==> src/rtl/jzjpcc_writeback_pkg.sv <==
// Shared types and helpers for the jzjpcc writeback/load stage.
// Load funct3 encodings, FSM states and byte-lane extraction.
package jzjpcc_writeback_pkg;

    typedef enum logic [2:0] {
        F3_LB  = 3'b000,
        F3_LH  = 3'b001,
        F3_LW  = 3'b010,
        F3_LD  = 3'b011,
        F3_LBU = 3'b100,
        F3_LHU = 3'b101,
        F3_LWU = 3'b110
    } load_funct3_e;

    typedef enum logic [0:0] {
        IDLE = 1'b0,
        WAIT = 1'b1
    } wb_state_e;

    // nbytes is the real word width in bytes; data is zero-extended to 64 bits
    function automatic logic [7:0] getLane(
        input logic [63:0] data,
        input int          k,
        input logic        bigEndian,
        input int          nbytes = 8
    );
        logic [7:0] lane;
        if (bigEndian)
            lane = data[8*(nbytes-1-k) +: 8];
        else
            lane = data[8*k +: 8];
        return lane;
    endfunction

endpackage

==> src/rtl/jzjpcc_load_align.sv <==
// Combinational load aligner: picks bytes from byteOffset upward,
// assembles them little-endian and sign/zero-extends per funct3.
module jzjpcc_load_align
    import jzjpcc_writeback_pkg::*;
#(
    parameter int XLEN           = 32,
    parameter bit BIG_ENDIAN_MEM = 1'b1
) (
    input  logic [XLEN-1:0]           rawData,
    input  logic [2:0]                funct3,
    input  logic [$clog2(XLEN/8)-1:0] byteOffset,
    output logic [XLEN-1:0]           alignedData,
    output logic                      fault
);

    localparam int   NB    = XLEN / 8;
    localparam logic IS_64 = (XLEN == 64);

    logic [XLEN-1:0] shifted;

    always_comb begin
        shifted = '0;
        for (int i = 0; i < NB; i++) begin
            if (int'(byteOffset) + i < NB)
                shifted[8*i +: 8] = getLane(64'(rawData), int'(byteOffset) + i,
                                            BIG_ENDIAN_MEM, NB);
        end
    end

    always_comb begin
        alignedData = '0;
        fault       = 1'b0;
        case (funct3)
            F3_LB: alignedData = XLEN'($signed(shifted[7:0]));
            F3_LH: begin
                alignedData = XLEN'($signed(shifted[15:0]));
                fault       = byteOffset[0];
            end
            F3_LW: begin
                alignedData = XLEN'($signed(shifted[31:0]));
                fault       = (byteOffset[1:0] != 2'b00);
            end
            F3_LD: begin
                alignedData = shifted;
                fault       = !IS_64 || (byteOffset != '0);
            end
            F3_LBU: alignedData = XLEN'(shifted[7:0]);
            F3_LHU: begin
                alignedData = XLEN'(shifted[15:0]);
                fault       = byteOffset[0];
            end
            F3_LWU: begin
                alignedData = XLEN'(shifted[31:0]);
                fault       = !IS_64 || (byteOffset[1:0] != 2'b00);
            end
            default: fault = 1'b1;
        endcase
    end

endmodule

==> src/rtl/jzjpcc_writeback_lsu.sv <==
// Registered writeback stage with variable-latency load response handshake.
// Optional perf counters enabled by defining JZJPCC_WB_PERF_COUNTERS_EN.
module jzjpcc_writeback_lsu
    import jzjpcc_writeback_pkg::*;
#(
    parameter int XLEN             = 32,
    parameter bit BIG_ENDIAN_MEM   = 1'b1,
    parameter int MAX_LOAD_LATENCY = 8
) (
    input  logic                      clock,
    input  logic                      reset,
    input  logic                      inValid,
    output logic                      inReady,
    input  logic [4:0]                rdAddr,
    input  logic                      rdWriteEnable,
    input  logic                      rdSource,
    input  logic [XLEN-1:0]           aluResult,
    input  logic [2:0]                funct3,
    input  logic [$clog2(XLEN/8)-1:0] byteOffset,
    input  logic                      memRespValid,
    input  logic [XLEN-1:0]           memRespData,
    output logic [4:0]                rdAddr_writebackEnd,
    output logic [XLEN-1:0]           rd_writebackEnd,
    output logic                      rdWriteEnable_writebackEnd,
    output logic                      loadFault,
    output logic                      loadTimeout
`ifdef JZJPCC_WB_PERF_COUNTERS_EN
    ,
    output logic [31:0]               loadCount,
    output logic [31:0]               stallCycles
`endif
);

    localparam int         OFF_W     = $clog2(XLEN / 8);
    localparam logic [7:0] MAX_COUNT = 8'(MAX_LOAD_LATENCY);

    wb_state_e       state;
    logic [7:0]      wait_count;
    logic [4:0]      pend_addr;
    logic            pend_we;
    logic [2:0]      pend_funct3;
    logic [OFF_W-1:0] pend_offset;

    logic            accept;
    logic            is_load;
    logic            in_wait;
    logic            resp_done;
    logic            timeout_now;
    logic [2:0]      align_funct3;
    logic [OFF_W-1:0] align_offset;
    logic [XLEN-1:0] aligned;
    logic            align_fault;
    logic [4:0]      done_addr;
    logic            done_we;

    logic            wr_en;
    logic [4:0]      wr_addr;
    logic [XLEN-1:0] wr_data;
    logic            fault_now;

    assign in_wait      = (state == WAIT);
    assign inReady      = !in_wait;
    assign accept       = inValid && inReady;
    assign is_load      = accept && rdSource;
    assign align_funct3 = in_wait ? pend_funct3 : funct3;
    assign align_offset = in_wait ? pend_offset : byteOffset;
    assign done_addr    = in_wait ? pend_addr : rdAddr;
    assign done_we      = in_wait ? pend_we : rdWriteEnable;
    assign resp_done    = memRespValid && (is_load || in_wait);
    assign timeout_now  = in_wait && !memRespValid && (wait_count == MAX_COUNT);

    jzjpcc_load_align #(
        .XLEN           (XLEN),
        .BIG_ENDIAN_MEM (BIG_ENDIAN_MEM)
    ) u_align (
        .rawData     (memRespData),
        .funct3      (align_funct3),
        .byteOffset  (align_offset),
        .alignedData (aligned),
        .fault       (align_fault)
    );

    // ALU ops and completed loads are mutually exclusive in any cycle
    always_comb begin
        wr_en     = 1'b0;
        wr_addr   = rdAddr;
        wr_data   = aluResult;
        fault_now = 1'b0;
        unique case (1'b1)
            accept && !rdSource: begin
                wr_en = rdWriteEnable && (rdAddr != 5'd0);
            end
            resp_done: begin
                fault_now = align_fault;
                wr_en     = done_we && (done_addr != 5'd0) && !align_fault;
                wr_addr   = done_addr;
                wr_data   = aligned;
            end
            default: ;
        endcase
    end

    always_ff @(posedge clock) begin
        if (reset) begin
            state                      <= IDLE;
            wait_count                 <= 8'd0;
            pend_addr                  <= 5'd0;
            pend_we                    <= 1'b0;
            pend_funct3                <= 3'd0;
            pend_offset                <= '0;
            rdAddr_writebackEnd        <= 5'd0;
            rd_writebackEnd            <= '0;
            rdWriteEnable_writebackEnd <= 1'b0;
            loadFault                  <= 1'b0;
            loadTimeout                <= 1'b0;
        end else begin
            loadFault                  <= fault_now;
            rdWriteEnable_writebackEnd <= wr_en;
            if (wr_en) begin
                rdAddr_writebackEnd <= wr_addr;
                rd_writebackEnd     <= wr_data;
            end
            if (timeout_now)
                loadTimeout <= 1'b1;
            unique case (state)
                IDLE: begin
                    if (is_load && !memRespValid) begin
                        state       <= WAIT;
                        wait_count  <= 8'd1;
                        pend_addr   <= rdAddr;
                        pend_we     <= rdWriteEnable;
                        pend_funct3 <= funct3;
                        pend_offset <= byteOffset;
                    end
                end
                WAIT: begin
                    if (memRespValid || timeout_now)
                        state <= IDLE;
                    else
                        wait_count <= wait_count + 8'd1;
                end
                default: state <= IDLE;
            endcase
        end
    end

`ifdef JZJPCC_WB_PERF_COUNTERS_EN
    always_ff @(posedge clock) begin
        if (reset) begin
            loadCount   <= 32'd0;
            stallCycles <= 32'd0;
        end else begin
            if (is_load)
                loadCount <= loadCount + 32'd1;
            if (in_wait)
                stallCycles <= stallCycles + 32'd1;
        end
    end
`endif

endmodule

==> config.mk <==
export PLATFORM = sky130hd
export DESIGN_NAME = jzjpcc_writeback_lsu
export DESIGN_NICKNAME = d
export VERILOG_FILES = /design/src/rtl/jzjpcc_writeback_pkg.sv /design/src/rtl/jzjpcc_load_align.sv /design/src/rtl/jzjpcc_writeback_lsu.sv
export SDC_FILE = /design/constraint.sdc
export NUM_CORES = 1
export LEC_CHECK = 0
export CAP_MARGIN = 20
export CORE_ASPECT_RATIO = 0.6
export CORE_MARGIN = 10
export CORE_UTILIZATION = 30
export DETAILED_ROUTE_END_ITERATION = 12
export PLACE_DENSITY = 0.6
export SLEW_MARGIN = 15
export SYNTH_ARGS = -nofsm -noshare
export SYNTH_HDL_FRONTEND = slang
export SYNTH_SLANG_ARGS = --single-unit
export TNS_END_PERCENT = 5
==> constraint.sdc <==
create_clock -name clock -period 4.77 [get_ports clock]
set_input_delay 0.954 -clock clock [delete_from_list [all_inputs] [get_ports clock]]
set_output_delay 0.954 -clock clock [all_outputs]
set_load 0.01 [all_outputs]
==> out/qor.yml <==
grt_start_max_net_pins: 73
die_w_um: 162.8
antenna_found_initial: 0
synth-seq-area-share_pct: 32.73
rows: 31
pwr-share-seq_pct: 36.5
drc: 0
io_buffers: 120
synth_area_leaders: "dfxtp_1 33%, mux4_2 11%, nand2_1 7.8%, a311oi_1 6.7%, nor2_1 4.8%"
drive_above_1_share_pct: 9.193
synth_top_cell_area_share_pct: 32.73
wl_per_cell_um: 19.21
via_count: 3750
place_congestion: 0.9331
synth_common_cells: "76 x nand2_1, 60 x dfxtp_1, 47 x nor2_1"
yosysTopAreaCell: "dfxtp_1"
clk_pin_slew_ns: 0.05
ff_latch_area_mm2: 0.001201
fmax_mhz: 291.2
fillers: 1189
start_util_pct: 30.52
path_max_fanout: 19
cts_tree: "built"
drtAntennaViolNets: 0
finalClockSkew_ns: 0.004741
leakage_nw: 1.864
synth.distinct_cells: 49
tightest_slew_ns: 0.6835
grtUsageTotal_pct: 15.40
max_cap_viol_count: 0
areaGrowthSynthToFinish_pct: 42.69
cts_resized: 0
vdd_drop_max_mv: 0.1250
die-area_mm2: 0.01720
wirelength_mm: 13.41
syn_inst: 424
fp.dieH_um: 105.7
finalSetupViolations: 0
endpoint_kind: "flip-flop"
synth_nets: 509
status: "complete, no violations"
cts_made_buffers: 9
synth_area_mm2: 0.003670
yosysWarnings: 0
final.min_clock_period_ns: 3.434
p_int_mw: 1.077
p_switching_mw: 0.4136
synth_enable_flop_cells: 0
fin_area_mm2: 0.005236
synth-seq-cells: 60
insertion_delay_ns: 0.33
finalSetupTns_ns: 0
clockBufferDepth: 2
final_hold_viol_count: 0
p_comb_share_pct: 24.7
drt_iter0_markers: 256
drv_slew: 0
dp_hpwl_mm: 10.69
fp.coreArea_mm2: 0.01202
start_kind: "input port"
ys.flop_type: "dfxtp_1"
vias_per_cell: 5.372
grt_overflow: 0
n_antenna_cell: 0
fin_util_pct: 43.55
hp-class: "reg -> reg"
path_class: "in -> reg"
io_pins: 121
place_area_mm2: 0.004977
cts_hold_buffers: 0
power_density_mw_per_mm2: 284.6
grt_pass1_vias: 3604
finalPower_mw: 1.490
dp_slack_ns: 0.9668
arrival_ns: 3.67
cts_sinks: 60
nets: 615
post_synth.cell_area_avg_um2: 8.655
multi_input_area_mm2: 0.002278
worstPathRequired_ns: 5.01
rsz0062_at_grt: "false"
cts_setup_buffers: 0
async_flop_share_pct: 0
fin_crit_sh_pct: 71.99
slew_headroom_pct: 54.43
p_clk_share_pct: 38.8
swShare_pct: 27.75
layout_setup_ws_ns: 1.336
cts-root-buf: "clkbuf_16"
h-tree-depth: 3
grt_pass1_wl_mm: 21.00
drt-pass1-iter-count: 5
yosys.cell_count.top_type: "nand2_1"
-- logic make-up after synthesis --
| kind of cell | share of synthesized area [%] |
|---|---|
| buffers and inverters | 5.251 |
| multiplexers | 16.60 |
| AND/OR/NAND/NOR | 21.45 |
| adder cells (fa/ha/maj) | 1.705 |
| XOR/XNOR | 1.432 |
| flip-flops | 32.73 |
| AO/OA/AOI/OAI | 20.83 |
-- worst paths after layout --
kind	endpoint	cells past startpoint	slack [ns]	start
max	rd_writebackEnd[19]$_SDFFE_PP0P_	10	1.34	byteOffset[0]
min	pend_we$_SDFFE_PP0P_	2	0.46	pend_we$_SDFFE_PP0P_
max reg2reg	rd_writebackEnd[23]$_SDFFE_PP0P_	9	1.80	in_wait$_SDFF_PP0_
min reg2reg	pend_we$_SDFFE_PP0P_	2	0.46	pend_we$_SDFFE_PP0P_
-- placed cells by master (no fill, tap or decap), drive strengths merged, types with 2 or more instances in the layout --
cell type / Yosys / routed
a211oi: 9 / 9
a21oi: 27 / 27
a22oi: 8 / 8
a311oi: 28 / 28
and3: 10 / 10
buf: 13 / 10
clkbuf: 21 / 12
clkdlybuf4s50: 0 / 119
dfxtp: 60 / 60
ha: 5 / 5
inv: 6 / 6
mux2i: 6 / 6
mux4: 23 / 23
nand2: 77 / 77
nand2b: 3 / 3
nand3: 9 / 9
nand4: 2 / 2
nor2: 47 / 47
nor2b: 12 / 12
nor3b: 2 / 2
nor4: 2 / 2
o211ai: 3 / 3
o21ai: 27 / 27
or3: 2 / 2
or4: 2 / 2
xor2: 5 / 5
-- through the flow --
stage          instances  hold WS, ns
2_1_floorplan        424       0.4368
3_3_place_gp         684       0.4469
3_5_place_dp         684       0.4497
4_1_cts              698       0.4584
5_1_grt              698       0.4820
6_report             698       0.4587
-- worst max-delay path, cell delays in order --
cell and delay [ns]:
clkdlybuf4s50_1 0.48, mux2i_4 0.40, buf_4 0.30, inv_6 0.11, ha_1 0.23, nor4bb_1 0.38, nand2_2 0.12, o211ai_4 0.21
o21ai_0 0.19, a311oi_1 0.28
-- layout make-up --
type,instances,share of cell area [%]
well taps,165,3.943
multi-input cells,324,43.51
clock buffers,12,4.707
flip-flops and latches,60,22.94
repair buffers,129,24.13
clock inverters,2,0.2389
inverters,6,0.5257
-- state kept, by name, indices dropped and copies added, names as in the netlist --
name and flops:
rd_writebackEnd 32, loadTimeout 1, pend_offset 2, pend_funct3 3, rdWriteEnable_writebackEnd 1, in_wait 1
wait_count 8, rdAddr_writebackEnd 5, loadFault 1, pend_we 1, pend_addr 5
-- per-layer routing --
metal,global-route usage [%],vias to the layer above,part of all wire (%)
met4,4.359,0,1.3
li1,-,1776,-
met3,6.333,13,10
met2,19.32,178,38
met5,0,-,0
met1,22.86,1783,50
-- power groups by stage --
stage	Combinational [mW]	Sequential (mW)	Clock, mW
after floorplan	0.183	0.562	0
after global placement	0.362	0.554	0
after detailed placement	0.365	0.555	0
after CTS	0.366	0.544	0.596
after global routing	0.400	0.547	0.610
final	0.367	0.545	0.578
(Power assumes the default switching activity.)
